[config.mk]
export PLATFORM = sky130hd
export DESIGN_NAME = spi_slave_rx_flat
export DESIGN_NICKNAME = d
export VERILOG_FILES = /design/src/rtl/spi_slave_rx_if.sv /design/src/rtl/spi_slave_rx.sv /design/src/flat_wrapper.sv
export SDC_FILE = /design/constraint.sdc
export NUM_CORES = 1
export LEC_CHECK = 0
export BUFFER_PORTS_ARGS = -buffer_cell sky130_fd_sc_hd__buf_2
export CORE_MARGIN = 3
export CORE_UTILIZATION = 60
export CTS_CLUSTER_DIAMETER = 120
export DETAILED_ROUTE_END_ITERATION = 10
export PLACE_DENSITY = 0.83
export SKIP_LAST_GASP = 1
export SLEW_MARGIN = 15
export SYNTH_ARGS = -nofsm -noshare
export SYNTH_HDL_FRONTEND = slang
export SYNTH_SLANG_ARGS = --single-unit
[constraint.sdc]
create_clock -name clock -period 4.95 [get_ports clock]
set_input_delay 0.2475 -clock clock [delete_from_list [all_inputs] [get_ports clock]]
set_output_delay 0.2475 -clock clock [all_outputs]
set_load 0.005 [all_outputs]
[src/rtl/spi_slave_rx_if.sv]
// rtl/spi_slave_rx_if.sv - SPI pin and receive-FIFO signal bundle for spi_slave_rx
interface spi_slave_rx_if #(
  parameter int WORD_WIDTH = 16,
  parameter int FIFO_DEPTH = 4
);
  logic                          SPIClk;
  logic                          SPIData;
  logic                          SPICS_n;
  logic [WORD_WIDTH-1:0]         data_out;
  logic                          data_valid;
  logic                          data_read;
  logic [$clog2(FIFO_DEPTH):0]   fifo_count;
  logic                          overrun;
  logic                          frame_error;
  logic                          clear_flags;

  modport slave (
    input  SPIClk, SPIData, SPICS_n, data_read, clear_flags,
    output data_out, data_valid, fifo_count, overrun, frame_error
  );

  modport master (
    output SPIClk, SPIData, SPICS_n, data_read, clear_flags,
    input  data_out, data_valid, fifo_count, overrun, frame_error
  );
endinterface

[src/rtl/spi_slave_rx.sv]
// rtl/spi_slave_rx.sv - receive-only SPI slave with selectable mode/bit order and word FIFO
module spi_slave_rx #(
  parameter int          WORD_WIDTH = 16,
  parameter logic [15:0] IDLETIME   = 16'h1FF,
  parameter bit          CPOL       = 1'b0,
  parameter bit          CPHA       = 1'b0,
  parameter bit          MSB_FIRST  = 1'b0,
  parameter int          FIFO_DEPTH = 4
) (
  input  logic           clock,
  input  logic           reset,
  spi_slave_rx_if.slave  bus
);

  localparam int AW = $clog2(FIFO_DEPTH);
  localparam int BW = $clog2(WORD_WIDTH);
  localparam logic [AW:0]   FULL_CNT = (AW+1)'(FIFO_DEPTH);
  localparam logic [BW-1:0] LAST_BIT = BW'(WORD_WIDTH - 1);

  typedef enum logic [1:0] {IDLE, RECV, DONE} state_t;

  state_t                 state;
  logic                   clk_s1, clk_s2, clk_prev;
  logic                   data_s1, data_s2;
  logic                   cs_s1, cs_s2;
  logic [BW-1:0]          bit_cnt;
  logic [16:0]            idle_cnt;
  logic [WORD_WIDTH-1:0]  shift_reg;
  logic [WORD_WIDTH-1:0]  shifted;

  logic [WORD_WIDTH-1:0]  mem [FIFO_DEPTH];
  logic [AW-1:0]          wr_ptr, rd_ptr;
  logic [AW:0]            count;
  logic                   overrun_q, frame_error_q;

  logic sclk_edge, lead_edge, trail_edge, sample;
  logic timeout, push, frame_evt, do_pop, do_push, overrun_evt;

  // Edges are judged from the synchronised level against its previous value
  always_ff @(posedge clock or negedge reset) begin
    if (!reset) begin
      clk_s1   <= CPOL;
      clk_s2   <= CPOL;
      clk_prev <= CPOL;
      data_s1  <= 1'b0;
      data_s2  <= 1'b0;
      cs_s1    <= 1'b1;
      cs_s2    <= 1'b1;
    end else begin
      clk_s1   <= bus.SPIClk;
      clk_s2   <= clk_s1;
      clk_prev <= clk_s2;
      data_s1  <= bus.SPIData;
      data_s2  <= data_s1;
      cs_s1    <= bus.SPICS_n;
      cs_s2    <= cs_s1;
    end
  end

  assign sclk_edge  = (clk_s2 != clk_prev);
  assign lead_edge  = sclk_edge && (clk_prev == CPOL);
  assign trail_edge = sclk_edge && (clk_s2 == CPOL);
  assign sample     = CPHA ? trail_edge : lead_edge;

  always_comb begin
    shifted = shift_reg;
    if (MSB_FIRST)
      shifted = {shift_reg[WORD_WIDTH-2:0], data_s2};
    else
      shifted = {data_s2, shift_reg[WORD_WIDTH-1:1]};
  end

  // Chip-select abort outranks the stall timeout, which outranks word completion
  assign timeout   = (idle_cnt > {1'b0, IDLETIME});
  assign frame_evt = (state == RECV) && (cs_s2 || timeout);
  assign push      = (state == RECV) && !cs_s2 && !timeout && sample && (bit_cnt == LAST_BIT);

  always_ff @(posedge clock or negedge reset) begin
    if (!reset) begin
      state     <= IDLE;
      bit_cnt   <= '0;
      idle_cnt  <= '0;
      shift_reg <= '0;
    end else begin
      case (state)
        IDLE: begin
          if (!cs_s2 && (clk_s2 == CPOL)) begin
            state    <= RECV;
            bit_cnt  <= '0;
            idle_cnt <= '0;
          end
        end
        RECV: begin
          if (cs_s2 || timeout) begin
            state <= IDLE;
          end else begin
            idle_cnt <= sclk_edge ? 17'd0 : idle_cnt + 17'd1;
            if (sample) begin
              shift_reg <= shifted;
              if (bit_cnt == LAST_BIT) begin
                state   <= DONE;
                bit_cnt <= '0;
              end else begin
                bit_cnt <= bit_cnt + 1'b1;
              end
            end
          end
        end
        DONE: begin
          if (CPHA || (clk_s2 == CPOL))
            state <= IDLE;
        end
        default: state <= IDLE;
      endcase
    end
  end

  assign do_pop      = bus.data_read && (count != '0);
  assign do_push     = push && ((count != FULL_CNT) || do_pop);
  assign overrun_evt = push && (count == FULL_CNT) && !do_pop;

  always_ff @(posedge clock or negedge reset) begin
    if (!reset) begin
      for (int i = 0; i < FIFO_DEPTH; i++)
        mem[i] <= '0;
      wr_ptr <= '0;
      rd_ptr <= '0;
      count  <= '0;
    end else begin
      if (do_push) begin
        mem[wr_ptr] <= shifted;
        wr_ptr      <= wr_ptr + 1'b1;
      end
      if (do_pop)
        rd_ptr <= rd_ptr + 1'b1;
      if (do_push && !do_pop)
        count <= count + 1'b1;
      else if (do_pop && !do_push)
        count <= count - 1'b1;
    end
  end

  // A fresh error event beats a simultaneous clear
  always_ff @(posedge clock or negedge reset) begin
    if (!reset) begin
      overrun_q     <= 1'b0;
      frame_error_q <= 1'b0;
    end else begin
      if (overrun_evt)
        overrun_q <= 1'b1;
      else if (bus.clear_flags)
        overrun_q <= 1'b0;
      if (frame_evt)
        frame_error_q <= 1'b1;
      else if (bus.clear_flags)
        frame_error_q <= 1'b0;
    end
  end

  assign bus.data_out    = mem[rd_ptr];
  assign bus.data_valid  = (count != '0);
  assign bus.fifo_count  = count;
  assign bus.overrun     = overrun_q;
  assign bus.frame_error = frame_error_q;

endmodule

[src/flat_wrapper.sv]
// flat-port wrapper written by rule: the top's interface ports become plain ports
module spi_slave_rx_flat 
#(
  parameter int          WORD_WIDTH = 16,
  parameter logic [15:0] IDLETIME   = 16'h1FF,
  parameter bit          CPOL       = 1'b0,
  parameter bit          CPHA       = 1'b0,
  parameter bit          MSB_FIRST  = 1'b0,
  parameter int          FIFO_DEPTH = 4
)
  (clock, reset, bus_SPIClk, bus_SPIData, bus_SPICS_n, bus_data_read, bus_clear_flags, bus_data_out, bus_data_valid, bus_fifo_count, bus_overrun, bus_frame_error);
  spi_slave_rx_if #(.WORD_WIDTH(WORD_WIDTH), .FIFO_DEPTH(FIFO_DEPTH)) bus_i ();
  input  logic clock;
  input  logic reset;
  input wire logic [$bits(bus_i.SPIClk)-1:0] bus_SPIClk;
  input wire logic [$bits(bus_i.SPIData)-1:0] bus_SPIData;
  input wire logic [$bits(bus_i.SPICS_n)-1:0] bus_SPICS_n;
  input wire logic [$bits(bus_i.data_read)-1:0] bus_data_read;
  input wire logic [$bits(bus_i.clear_flags)-1:0] bus_clear_flags;
  output wire logic [$bits(bus_i.data_out)-1:0] bus_data_out;
  output wire logic [$bits(bus_i.data_valid)-1:0] bus_data_valid;
  output wire logic [$bits(bus_i.fifo_count)-1:0] bus_fifo_count;
  output wire logic [$bits(bus_i.overrun)-1:0] bus_overrun;
  output wire logic [$bits(bus_i.frame_error)-1:0] bus_frame_error;
  assign bus_i.SPIClk = bus_SPIClk;
  assign bus_i.SPIData = bus_SPIData;
  assign bus_i.SPICS_n = bus_SPICS_n;
  assign bus_i.data_read = bus_data_read;
  assign bus_i.clear_flags = bus_clear_flags;
  assign bus_data_out = bus_i.data_out;
  assign bus_data_valid = bus_i.data_valid;
  assign bus_fifo_count = bus_i.fifo_count;
  assign bus_overrun = bus_i.overrun;
  assign bus_frame_error = bus_i.frame_error;
  spi_slave_rx #(.WORD_WIDTH(WORD_WIDTH), .IDLETIME(IDLETIME), .CPOL(CPOL), .CPHA(CPHA), .MSB_FIRST(MSB_FIRST), .FIFO_DEPTH(FIFO_DEPTH)) u_core (.clock(clock), .reset(reset), .bus(bus_i));
endmodule
# ---- Word-level counts from Yosys, hierarchy flattened
# Index checks and enable logic that the tools add are counted.
# W data, S select, Z words.
dict set report classes {
  eq_ne 12
  n_lt_le_gt_ge 4
  reduce_logical 30
  n_addsub 6
  bitwise 5
  n_mux 26
}
# cell count
set ops {}
lappend ops {{$bwmux W64} 1}
lappend ops {{$mux W17} 3}
lappend ops {{$mux W16} 3}
lappend ops {{$pmux W17 S2} 1}
lappend ops {{$bmux W16 S2} 1}
lappend ops {{$demux W16 S2} 1}
lappend ops {{$add A17 B1 Y17 const B} 1}
lappend ops {{$gt A17 B9 Y1 const B} 1}
lappend ops {{$mux W4} 4}
lappend ops {{$logic_and A1 B1 Y1} 14}
lappend ops {{$mux W2} 5}
lappend ops {{$pmux W4 S2} 1}
lappend ops {{$reduce_and A4 Y1} 2}
lappend ops {{$reduce_bool A2 Y1} 4}
lappend ops {{$ge A3 B3 Y1 const B} 2}
lappend ops {{$mux W3} 2}
lappend ops {{$ne A3 B3 Y1 const B} 2}
lappend ops {{$not A2 Y3} 2}
lappend ops {{$pmux W2 S3} 1}
lappend ops {{$reduce_and A3 Y1} 2}
lappend ops {{$add A2 B1 Y2 const B} 2}
lappend ops {{$add A4 B1 Y4 const B} 1}
lappend ops {{$eq A4 B4 Y1 const B} 1}
lappend ops {{$logic_not A1 Y1} 4}
lappend ops {{15 further kinds} 22}
dict set report word_totals {
  ff_bits 119
  output_inout_bits 22
}

# ---- Logic depth before layout (Yosys ltp)
# Gate-level depths: netlist of run 1.
dict set report depth {
  ltp_word 10
  ltp_mapped 10
  ltp_nobuf 10
}

# ---- Least setup slack after synthesis of run 1
# Ideal clock, no wire load.
dict set report synth_path {
  kind {register to register}
  start {register u_core.idle_cnt[0]}
  end {register u_core.count[1], in the netlist u_core.bus.fifo_count[1]}
  t_arrival_ns 2.282
  path_stages_with_launch 8
  required_ns 4.825
  setup_slack_ns 2.543
  n_path_buf 0
  period_less_slack_ns 2.407
  cell_sequence {dfrtp_1 > ha_1 > a2111oi_4 > nor4_1 > ha_1 > inv_1 > fa_1 > mux2_2}
}
dict set report synth_between {
  elab_chain_cells 9
  word_cells_on_any_way 11
}
# element line_no
set synth_rtl {}
lappend synth_rtl {{from (decl)} spi_slave_rx.sv:27} ;# logic [16:0] idle_cnt;
lappend synth_rtl {{from (signal assigned)} spi_slave_rx.sv:97} ;# idle_cnt <= sclk_edge ? 17'd0 : idle_cnt + 17'd1;
lappend synth_rtl {{$gt A17 B9 Y1 *} spi_slave_rx.sv:74} ;# assign timeout = (idle_cnt > {1'b0, IDLETIME});
lappend synth_rtl {{$logic_not A1 Y1 *} spi_slave_rx.sv:76} ;# assign push = (state == RECV) && !cs_s2 && !timeout && sample && (bit_cnt == LAST_BIT);
lappend synth_rtl {{$logic_and A1 B1 Y1 * (3 in series)} spi_slave_rx.sv:76}
lappend synth_rtl {{$logic_and A1 B1 Y1 *} spi_slave_rx.sv:119} ;# assign do_push = push && ((count != FULL_CNT) || do_pop);
lappend synth_rtl {{named net u_core.do_push} spi_slave_rx.sv:37} ;# logic timeout, push, frame_evt, do_pop, do_push, overrun_evt;
lappend synth_rtl {{$logic_not A1 Y1} spi_slave_rx.sv:138} ;# else if (do_pop && !do_push)
lappend synth_rtl {{$logic_and A1 B1 Y1} spi_slave_rx.sv:138}
lappend synth_rtl {{$reduce_bool A2 Y1 (no line)} n/a}
lappend synth_rtl {{to (signal assigned)} spi_slave_rx.sv:137} ;# count <= count + 1'b1;
lappend synth_rtl {{to (signal assigned)} spi_slave_rx.sv:139} ;# count <= count - 1'b1;
lappend synth_rtl {{to (decl)} spi_slave_rx.sv:33} ;# logic [AW:0] count;
# Mark *: on every way through the listed nets, which the timed path passes. The rest lies on a longest branch.
# A chain may end at the register's enable or synchronous reset.

# ---- Worst setup path after layout of run 1
dict set report layout_path {
  start {register u_core.idle_cnt[0]}
  end {register u_core.shift_reg[7]}
}
dict set report layout_between {
  elab_chain_cells 4
}
# element line_no
set layout_rtl {}
lappend layout_rtl {{$gt A17 B9 Y1} spi_slave_rx.sv:74}
lappend layout_rtl {{$logic_or A1 B1 Y1} spi_slave_rx.sv:94} ;# if (cs_s2 || timeout) begin
lappend layout_rtl {{$not A1 Y1 (no line)} n/a}
lappend layout_rtl {{$reduce_and A3 Y1 (no line)} n/a}
lappend layout_rtl {{to (signal assigned)} spi_slave_rx.sv:99} ;# shift_reg <= shifted;
lappend layout_rtl {{to (decl)} spi_slave_rx.sv:28} ;# logic [WORD_WIDTH-1:0] shift_reg;
# No other way between the ends.

==> flow_summary.yaml, run 1 <==
cells_and_area:
  fin_area_mm2: 0.00600
  n_antenna_cell: 0
  fillCellCount: 510
  area_growth_pct: 16.0
  drive_gt1_share_pct: 40.9
  final_core_util_pct: 72.3
  largest_register_ffs: 64
  nets: 419
route:
  dr.pass1.iters: 4
  wl_per_cell_um: 19.0
  drtIter0Drc: 129
  via_per_inst: 5.99
  drt_wl_total_um: 9920
  drc: 0
  vias: 3122
  ant_nets: 0
clocking:
  root_buffer: "clkbuf_8"
  cts-buffers-inserted: 17
  clkLatencyLatePin_ns: 0.50
  h-tree-depth: 4
  post-cts-setup-buffers: 0
  cts_tree: "built"
  cts_sinks: 118
  cts_resized: 0
  clockBufferDepth: 2
  cts_hold_buf: 5
  path_clk_slew_ns: 0.06
setup_path:
  slowest_stage: "nand2_1"
  critPathBufInv: 0
  rrSetupSlack_ns: 2.18
  arrival_ns: 3.16
  max_stage_delay_ns: 0.70
  critical_path.top_delay_family: "simple AND/OR/NAND/NOR gates"
  crit_fanout: 21
  path_cells: "ha_1 -> a2111oi_4 -> nor2_1 -> nand2_1 -> mux2_2"
  cp.required_ns: 5.33
  endpoint_kind: "flop"
  timing.rr.end: "u_core.shift_reg[7]$_DFFE_PN0P_"
  rr_worst_depth: 5
  worstSetupPathDepth: 5
  path_class: "flop to flop"
  cp-start-kind: "flop"
  r2r-start: "u_core.idle_cnt[0]$_DFFE_PN0P_"
placement:
  portBuffers: 28
  dpl_cell_area_mm2: 0.00538
  place_congestion: 0.842
  hpwl_um: 5980
  place_ws_ns: 2.20
power_and_ir_drop:
  p_per_area_mw_per_mm2: 377
  ir_worst_vdd_v: 0.000259
  leakage_uw: 0.00296
yosys:
  synth_ff_type: "dfrtp_1"
  ys_types: 44
  synth_area_mm2: 0.00518
  synthArstFlopShare_pct: 100
  yosysSeqAreaShare_pct: 57.1
  syn_avg_cell_area_um2: 14.3
  synth_edf_count: 0
  synth_cells: 361
  synth_seq_cells: 118
  yosys_warnings: 0
  synth_nets: 377
floorplan:
  rows: 33
  die_area_mm2: 0.00978
  pin_count: 29
  start_util_pct: 62.4
  die_x_um: 98.9
  die_y_um: 98.9
  core_area_mm2: 0.00830
worst_hold_path:
  hp-class: "input port to flop"
  hold_path_end: "u_core.rd_ptr[0]$_DFFE_PN0P_"
  whs_path_depth: 3
  min_from: "bus_data_read"
sta:
  period_share_pct: 56.0
  setup_tns_ns: 0
  worst_pin_slew_ns: 0.929
  worst_hold_slack_ns: 0.0737
  drv_slew: 0
  skew_ns: 0.00693
  worst_slack_ns: 2.18
  slew_headroom_pct: 38.1
  rsz0062_at_grt: "false"
  min_period_ns: 2.77
  fmax_mhz: 360
  setup_viol: 0
  finalHoldViolCount: 0
job:
  maxCapViolCount: 0
global_route:
  antenna_found_initial: 0
  grt_use_total_pct: 22.0
  grt_max_degree: 67
  grt_pass1_vias: 3371
  grt_overflow: 0
  grt_pass1_wl_um: 16800
outcome:
  outcome: "completed"
==> cell type report <==
| class | count | area (um^2) | area share [%] |
|---|---|---|---|
| Clock buffer | 20 | 445 | 7.42 |
| Clock inverter | 12 | 129 | 2.15 |
| Inverter | 9 | 33.8 | 0.563 |
| Multi-Input combinational cell | 222 | 2100 | 35.0 |
| Sequential cell | 118 | 2960 | 49.2 |
| Tap cell | 105 | 131 | 2.19 |
| Timing Repair Buffer | 35 | 208 | 3.46 |
==> stage by stage <==
| stage | std cells | total power, uW |
|---|---|---|
| 5_1_grt | 521 | 2330 |
| 3_5_place_dp | 484 | 1100 |
| 6_report | 521 | 2260 |
| 3_3_place_gp | 484 | 1100 |
| 4_1_cts | 521 | 2280 |
| 2_1_floorplan | 361 | 1060 |
==> per-layer routing <==
metal / vias to the layer above / track usage (%) / share of wire (%)
met2: 62 / 36.5 / 52
met3: 10 / 6.51 / 3.6
met1: 1647 / 28.1 / 44
li1: 1403 / - / -
met5: - / 0 / 0
met4: 0 / 7.25 / 1.0
==> power breakdown <==
group | switching, uW | total [uW] | internal (uW)
registers | 28.4 | 1020 | 987
clock network | 432 | 1170 | 739
logic | 48.9 | 76.0 | 27.1
==> placed cells by master (no fill, tap or decap), types with 5 or more instances in the layout <==
cell type	instances
nor2_1	16
clkbuf_16	16
mux2_2	80
dlygate4sd3_1	5
o21ai_0	20
o31ai_1	6
dfrtp_1	116
nand2_1	17
and2_1	5
ha_1	8
inv_1	9
clkinvlp_4	6
nand3_1	7
mux4_2	16
buf_2	27
==> synthesized netlist by cell type, types with 2 or more instances <==
library cell / count / area [um^2]
nor2_1: 16 / 60.1
buf_4: 2 / 15.0
nand2_1: 17 / 63.8
xor2_1: 2 / 17.5
clkbuf_1: 2 / 7.51
o21ai_0: 20 / 100
buf_6: 3 / 33.8
mux4_2: 16 / 360
xnor2_1: 4 / 35.0
nor4_4: 2 / 42.5
o22ai_1: 2 / 12.5
buf_1: 2 / 7.51
buf_2: 2 / 10.0
mux2_2: 80 / 901
nand2b_1: 2 / 12.5
nor3_1: 3 / 15.0
a21oi_1: 4 / 20.0
dfrtp_1: 116 / 2900
nor4_1: 2 / 12.5
and4_1: 2 / 17.5
dfstp_2: 2 / 52.6
and3_2: 2 / 15.0
inv_1: 9 / 33.8
a31oi_1: 2 / 12.5
and3_1: 3 / 18.8
o31ai_1: 6 / 45.0
and2_1: 5 / 31.3
nand2_2: 4 / 25.0
ha_1: 8 / 100
nand3_1: 7 / 35.0
==> worst reg2reg max path: stages (launching register included) <==
cell	delay (ns)
dfrtp_1	0.42
ha_1	0.28
a2111oi_4	0.66
nor2_1	0.16
nand2_1	0.70
mux2_2	0.43
==> kinds of logic (layout without fill, tap and decap cells) <==
kind of cell / after synthesis / count (layout) / synth area share (%)
AO/OA/AOI/OAI: 38 / 38 / 4.69
XOR/XNOR: 6 / 6 / 1.02
adder cells (fa/ha/maj): 9 / 9 / 2.32
buffers and inverters: 21 / 76 / 2.34
flip-flops: 118 / 118 / 57.1
multiplexers: 96 / 96 / 24.4
AND/OR/NAND/NOR: 73 / 73 / 8.17
==> worst max path at each step <==
stage                                         from                                    to  slack (ns)
floorplan           u_core.idle_cnt[0]$_DFFE_PN0P_  u_core.bus.fifo_count[1]$_DFFE_PN0P_        2.54
global placement    u_core.idle_cnt[0]$_DFFE_PN0P_      u_core.shift_reg[15]$_DFFE_PN0P_        2.32
detailed placement  u_core.idle_cnt[0]$_DFFE_PN0P_      u_core.shift_reg[14]$_DFFE_PN0P_        2.20
CTS                 u_core.idle_cnt[0]$_DFFE_PN0P_       u_core.shift_reg[7]$_DFFE_PN0P_        2.17
global route        u_core.idle_cnt[0]$_DFFE_PN0P_       u_core.shift_reg[4]$_DFFE_PN0P_        1.99
finish              u_core.idle_cnt[0]$_DFFE_PN0P_       u_core.shift_reg[7]$_DFFE_PN0P_        2.18
Note: power is estimated with default switching activity, not from simulation.
==> run 2: changes to the inputs <==
--- a/config.mk
+++ b/config.mk
@@ -7,10 +7,10 @@
 export LEC_CHECK = 0
 export BUFFER_PORTS_ARGS = -buffer_cell sky130_fd_sc_hd__buf_2
 export CORE_MARGIN = 3
-export CORE_UTILIZATION = 60
+export CORE_UTILIZATION = 55
 export CTS_CLUSTER_DIAMETER = 120
 export DETAILED_ROUTE_END_ITERATION = 10
-export PLACE_DENSITY = 0.83
+export PLACE_DENSITY = 0.8
 export SKIP_LAST_GASP = 1
 export SLEW_MARGIN = 15
 export SYNTH_ARGS = -nofsm -noshare
==> constraint.sdc (replaced) <==
create_clock -name clock -period 2.3 [get_ports clock]
set_input_delay 0.115 -clock clock [delete_from_list [all_inputs] [get_ports clock]]
set_output_delay 0.115 -clock clock [all_outputs]
set_load 0.005 [all_outputs]
==> run 2 against run 1 <==
Against the previous run:
- combinational power increased to 2.5 times the previous value
- clock skew is essentially flat
- hold slack gained 0.083 ns
- maximum frequency grew 21%
- largest cell class unchanged
- count of clock-buffer cells in the layout rose by 1
- global-route usage is 0.38 points lower
- routed wire length is 5.9% higher
- die area is 8.5% higher
- sequential share of layout area down 2.6 points
- register-to-register slack worse by 2.2 ns
- via count is 2.4% higher
- cell area up 5.6%
==> flow_summary.yaml, run 2 (synthesized netlist as in run 1, its figures left out) <==
outcome:
  outcome: "completed"
global_route:
  grt_pass1_vias: 3337
  grt_overflow: 0
  grt_use_total_pct: 21.7
  antenna_found_initial: 0
  grt_pass1_wl_um: 16900
  grt_max_degree: 48
route:
  drt_wl_total_um: 10500
  ant_nets: 0
  via_per_inst: 5.75
  drtIter0Drc: 153
  wl_per_cell_um: 18.9
  vias: 3197
  drc: 0
  dr.pass1.iters: 5
setup_path:
  slowest_stage: "dfrtp_1"
  path_class: "flop to flop"
  crit_fanout: 2
  r2r-start: "u_core.idle_cnt[14]$_DFFE_PN0P_"
  path_cells: "nor4_4 -> nand3_2 -> nor4_4 -> ha_2 -> inv_2 -> fa_2 -> xor2_1 -> nor2_1 -> xor2_1"
  timing.rr.end: "u_core.bus.fifo_count[2]$_DFFE_PN0P_"
  endpoint_kind: "flop"
  arrival_ns: 2.73
  rr_worst_depth: 9
  cp-start-kind: "flop"
  cp.required_ns: 2.73
  max_stage_delay_ns: 0.40
  rrSetupSlack_ns: 0.006
cells_and_area:
  layout_commonest_cell: "dfrtp_1"
  n_antenna_cell: 0
  nets: 451
  drive_gt1_share_pct: 47.3
  mostFrequentLayoutCells: "dfrtp_1 (115), mux2_2 (80), buf_4 (30)"
  fin_area_mm2: 0.00634
  fillCellCount: 576
  area_growth_pct: 22.5
  largest_register_ffs: 64
sta:
  rsz0062_at_grt: "true"
  worst_hold_slack_ns: 0.156
  drv_slew: 0
  slew_headroom_pct: 60.4
  worst_pin_slew_ns: 0.594
  fmax_mhz: 436
  setup_viol: 0
  period_share_pct: 99.7
  finalHoldViolCount: 0
  skew_ns: 0.00731
  min_period_ns: 2.29
clocking:
  root_buffer: "clkbuf_8"
  clkLatencyLatePin_ns: 0.51
  cts_tree: "built"
  cts_sinks: 118
  path_clk_slew_ns: 0.06
  clockBufferDepth: 2
  cts-buffers-inserted: 17
  h-tree-depth: 4
job:
  maxCapViolCount: 0
placement:
  place_congestion: 0.836
  portBuffers: 28
  hpwl_um: 6540
  dpl_cell_area_mm2: 0.00563
floorplan:
  die_area_mm2: 0.0106
  pin_count: 29
  start_util_pct: 57.9
  core_area_mm2: 0.00893
  die_y_um: 103
  die_x_um: 103
  rows: 34
power_and_ir_drop:
  leakage_uw: 0.00313
  p_per_area_mw_per_mm2: 764
  ir_worst_vdd_v: 0.000672
worst_hold_path:
  hp-class: "input port to asynchronous set/reset pin"
## run 2: how the worst max path moves through the flow
| stage | startpoint | endpoint | cells after the start |
|---|---|---|---|
| final | u_core.idle_cnt[14]$_DFFE_PN0P_ | u_core.bus.fifo_count[2]$_DFFE_PN0P_ | 9 |
| after floorplan | u_core.bus.fifo_count[1]$_DFFE_PN0P_ | u_core.bus.fifo_count[1]$_DFFE_PN0P_ | 7 |
| after global routing | u_core.idle_cnt[11]$_DFFE_PN0P_ | u_core.bus.fifo_count[2]$_DFFE_PN0P_ | 9 |
| after CTS | u_core.bit_cnt[1]$_DFFE_PN0P_ | u_core.bus.fifo_count[2]$_DFFE_PN0P_ | 10 |
| after detailed placement | u_core.bus.fifo_count[1]$_DFFE_PN0P_ | u_core.bus.fifo_count[1]$_DFFE_PN0P_ | 7 |
| after global placement | u_core.bus.fifo_count[1]$_DFFE_PN0P_ | u_core.bus.fifo_count[1]$_DFFE_PN0P_ | 7 |
## run 2: layout make-up
| type | count | area (um^2) | share of cell area, % |
|---|---|---|---|
| Inverter | 9 | 33.8 | 0.533 |
| Clock inverter | 11 | 98.8 | 1.56 |
| Multi-Input combinational cell | 222 | 2150 | 34.0 |
| Tap cell | 108 | 135 | 2.13 |
| Timing Repair Buffer | 67 | 492 | 7.76 |
| Clock buffer | 21 | 469 | 7.40 |
| Sequential cell | 118 | 2960 | 46.6 |
## run 2: worst max-delay path, delay by kind of cell, from the launching register on
kind                       cells  cell delay, ns
xor gates and xnor gates       2            0.30
adders and majority gates      2            0.59
buffers and inverters          1            0.04
DFF                            1            0.40
and+or+nand+nor                4            0.87
## run 2: what timing repair did
item | in CTS | in global routing
hold endpoints to repair | 52 | 0
hold buffers | 6 | 0
pin swaps | 1 | 9
gates resized for setup | 2 | 9
endpoints found under the setup margin | 2 | 66
setup buffers | 0 | 4
## run 2: layer usage
metal | part of all wire (%) | GRT usage, %
met5 | 0 | 0
met4 | 1.5 | 8.96
met3 | 3.3 | 5.48
met2 | 52 | 35.6
met1 | 43 | 27.5
## run 2: through the flow
step | setup slack (ns) | setup TNS (ns) | util (%) | power [uW] | cells
final | 0.00611 | 0 | 71.0 | 4840 | 556
after global routing | -0.115 | -0.146 | 71.0 | 5020 | 556
after CTS | -0.00691 | -0.00691 | 70.2 | 4880 | 552
after detailed placement | 0.0137 | 0 | 63.0 | 2390 | 514
after global placement | 0.0671 | 0 | 63.0 | 2380 | 514
after floorplan | -0.0181 | -0.0181 | - | 2290 | 361
## run 2: where the power goes
group	leakage [uW]	switching [uW]	internal (uW)
clock network	0.000264	928	1540
registers	0.00161	57.7	2120
logic	0.00125	112	78.9
==> run 3: changes to the inputs <==
--- a/config.mk
+++ b/config.mk
@@ -7,12 +7,13 @@
 export LEC_CHECK = 0
 export BUFFER_PORTS_ARGS = -buffer_cell sky130_fd_sc_hd__buf_2
 export CORE_MARGIN = 3
-export CORE_UTILIZATION = 55
+export CORE_UTILIZATION = 30
 export CTS_CLUSTER_DIAMETER = 120
 export DETAILED_ROUTE_END_ITERATION = 10
-export PLACE_DENSITY = 0.8
+export PLACE_DENSITY = 0.51
 export SKIP_LAST_GASP = 1
 export SLEW_MARGIN = 15
 export SYNTH_ARGS = -nofsm -noshare
 export SYNTH_HDL_FRONTEND = slang
 export SYNTH_SLANG_ARGS = --single-unit
+export TNS_END_PERCENT = 100
==> run 3 against run 2 <==
Against the previous run:
- global-route usage down 9.4 points
- die area is 78% higher
- count of clock-buffer cells in the layout unchanged
- sequential power about the same
- via count fell by 3.3%
- clock power grew 11%
- final cell count rose by 19%
- cell area rose by 2.6%
- register-to-register slack better by 0.05 ns
- first-iteration DRC count decreased by 19%
- combinational power shrank 4%
==> flow_summary.yaml, run 3 (synthesized netlist as in run 1, its figures left out) <==
route:
  met2WireLength_um: 4920
  drt_wl_total_um: 10200
  via_per_inst: 4.67
  vias: 3093
  drt-met1-wl_um: 4780
  wl_per_cell_um: 15.4
  highest_layer: "met4"
  drc: 0
  met3_length_um: 333
  drtIter0Drc: 124
  ant_nets: 0
  dr.pass1.iters: 4
setup_path:
  max_stage_delay_ns: 0.41
  path_cells: "nor4_4 -> nand3_2 -> nor4_2 -> ha_2 -> inv_1 -> fa_1 -> xor2_1 -> nor2_1 -> xor2_1"
  arrival_ns: 2.57
  crit_top_cell: "xor2_1"
  cp.required_ns: 2.63
  slowest_stage: "dfrtp_1"
  endpoint_kind: "flop"
  path_class: "flop to flop"
  crit_fanout: 3
  cp-start-kind: "flop"
cells_and_area:
  layout_commonest_cell: "dfrtp_1"
  area_growth_pct: 25.6
  n_antenna_cell: 0
  nets: 445
  largest_register_ffs: 64
  fin_area_mm2: 0.00650
  fillCellCount: 1605
  mostFrequentLayoutCells: "dfrtp_1 (116), mux2_2 (80), buf_2 (27)"
  drive_gt1_share_pct: 46.4
sta:
  drv_slew: 0
  finalHoldViolCount: 0
  min_period_ns: 2.25
  slew_headroom_pct: 56.7
  skew_ns: 0.0105
  period_share_pct: 97.7
  setup_viol: 0
  rsz0062_at_grt: "true"
  worst_pin_slew_ns: 0.649
  worst_slack_ns: 0.0540
  fmax_mhz: 445
floorplan:
  rows: 47
  die_area_mm2: 0.0189
  die_x_um: 137
  start_util_pct: 30.9
  pin_count: 29
  core_area_mm2: 0.0168
  die_y_um: 137
power_and_ir_drop:
  total_power_uw: 5100
  p_per_area_mw_per_mm2: 784
  leakage_uw: 0.00315
  ir_worst_vdd_v: 0.000502
clocking:
  clkLatencyLatePin_ns: 0.41
  cts_tree: "built"
  cts-buffers-inserted: 17
  path_clk_slew_ns: 0.06
  root_buffer: "clkbuf_16"
  cts_sinks: 118
  clockBufferDepth: 2
  h-tree-depth: 4
placement:
  portBuffers: 28
  dpl_cell_area_mm2: 0.00580
  place_ws_ns: 0.0236
  place_congestion: 0.776
  hpwl_um: 6600
global_route:
  grt_use_total_pct: 12.3
  grt_pass1_wl_um: 17800
  antenna_found_initial: 0
  grt_max_degree: 52
  grt_overflow: 0
  grt_pass1_vias: 3409
outcome:
  outcome: "completed"
job:
  maxCapViolCount: 0
worst_hold_path:
  hp-class: "input port to flop"
[run 3: routing by layer]
layer	vias to the layer above	track usage (%)
met5	-	0
met2	42	19.4
met4	0	4.82
li1	1462	-
met1	1577	16.0
met3	12	3.51
[run 3: path summary, 6_finish.rpt]
kind	cells after the start	endpoint	slack, ns	from
max reg2reg	9	u_core.bus.fifo_count[2]$_DFFE_PN0P_	0.05	u_core.idle_cnt[10]$_DFFE_PN0P_
min in group asynchronous	2	u_core.mem[44]$_DFFE_PN0P_	0.27	reset
min	3	u_core.rd_ptr[0]$_DFFE_PN0P_	0.02	bus_data_read
min reg2reg	0	u_core.clk_s2$_DFF_PN0_	0.35	u_core.clk_s1$_DFF_PN0_
max in group asynchronous	3	u_core.cs_s1$_DFF_PN1_	1.26	reset
max	9	u_core.bus.fifo_count[2]$_DFFE_PN0P_	0.05	u_core.idle_cnt[10]$_DFFE_PN0P_
[run 3: area by class of cell]
class	count	area [um^2]	area share (%)
multi-input cells	222	2130	32.8
clock inverters	11	146	2.25
flip-flops and latches	118	2960	45.4
clock buffers	21	480	7.39
well taps	220	275	4.23
repair buffers	61	478	7.35
inverters	9	33.8	0.519
[run 3: critical path: cells and delay by family (launching register included)]
family                   cells  cell delay (ns)
AND/OR/NAND/NOR              4             0.75
adder cells (fa/ha/maj)      2             0.62
flip-flops                   1             0.41
XOR/XNOR                     2             0.33
buffers and inverters        1             0.06
[run 3: repair_timing]
action / 4_1_cts / 5_1_grt
setup buffers: 0 / 0
gates resized for setup: 0 / 6
hold endpoints to repair: 52 / 0
endpoints found under the setup margin: 0 / 16
hold buffers: 5 / 0
[run 3: power breakdown]
part	internal, uW	switching, uW	total [uW]
Clock	1820	917	2730
Sequential	2120	55.0	2180
Combinational	72.5	110	183
Total	4010	1080	5100
[run 3: per-stage QoR]
step	cells	setup TNS, ns	hold WS (ns)	utilization [%]
finish	662	0	0.0223	38.8
global route	662	-0.981	0.0313	38.8
global placement	625	0	0.179	34.6
CTS	662	0	0.00292	38.6
detailed placement	625	0	0.182	34.6
floorplan	361	-0.0181	-0.181	-
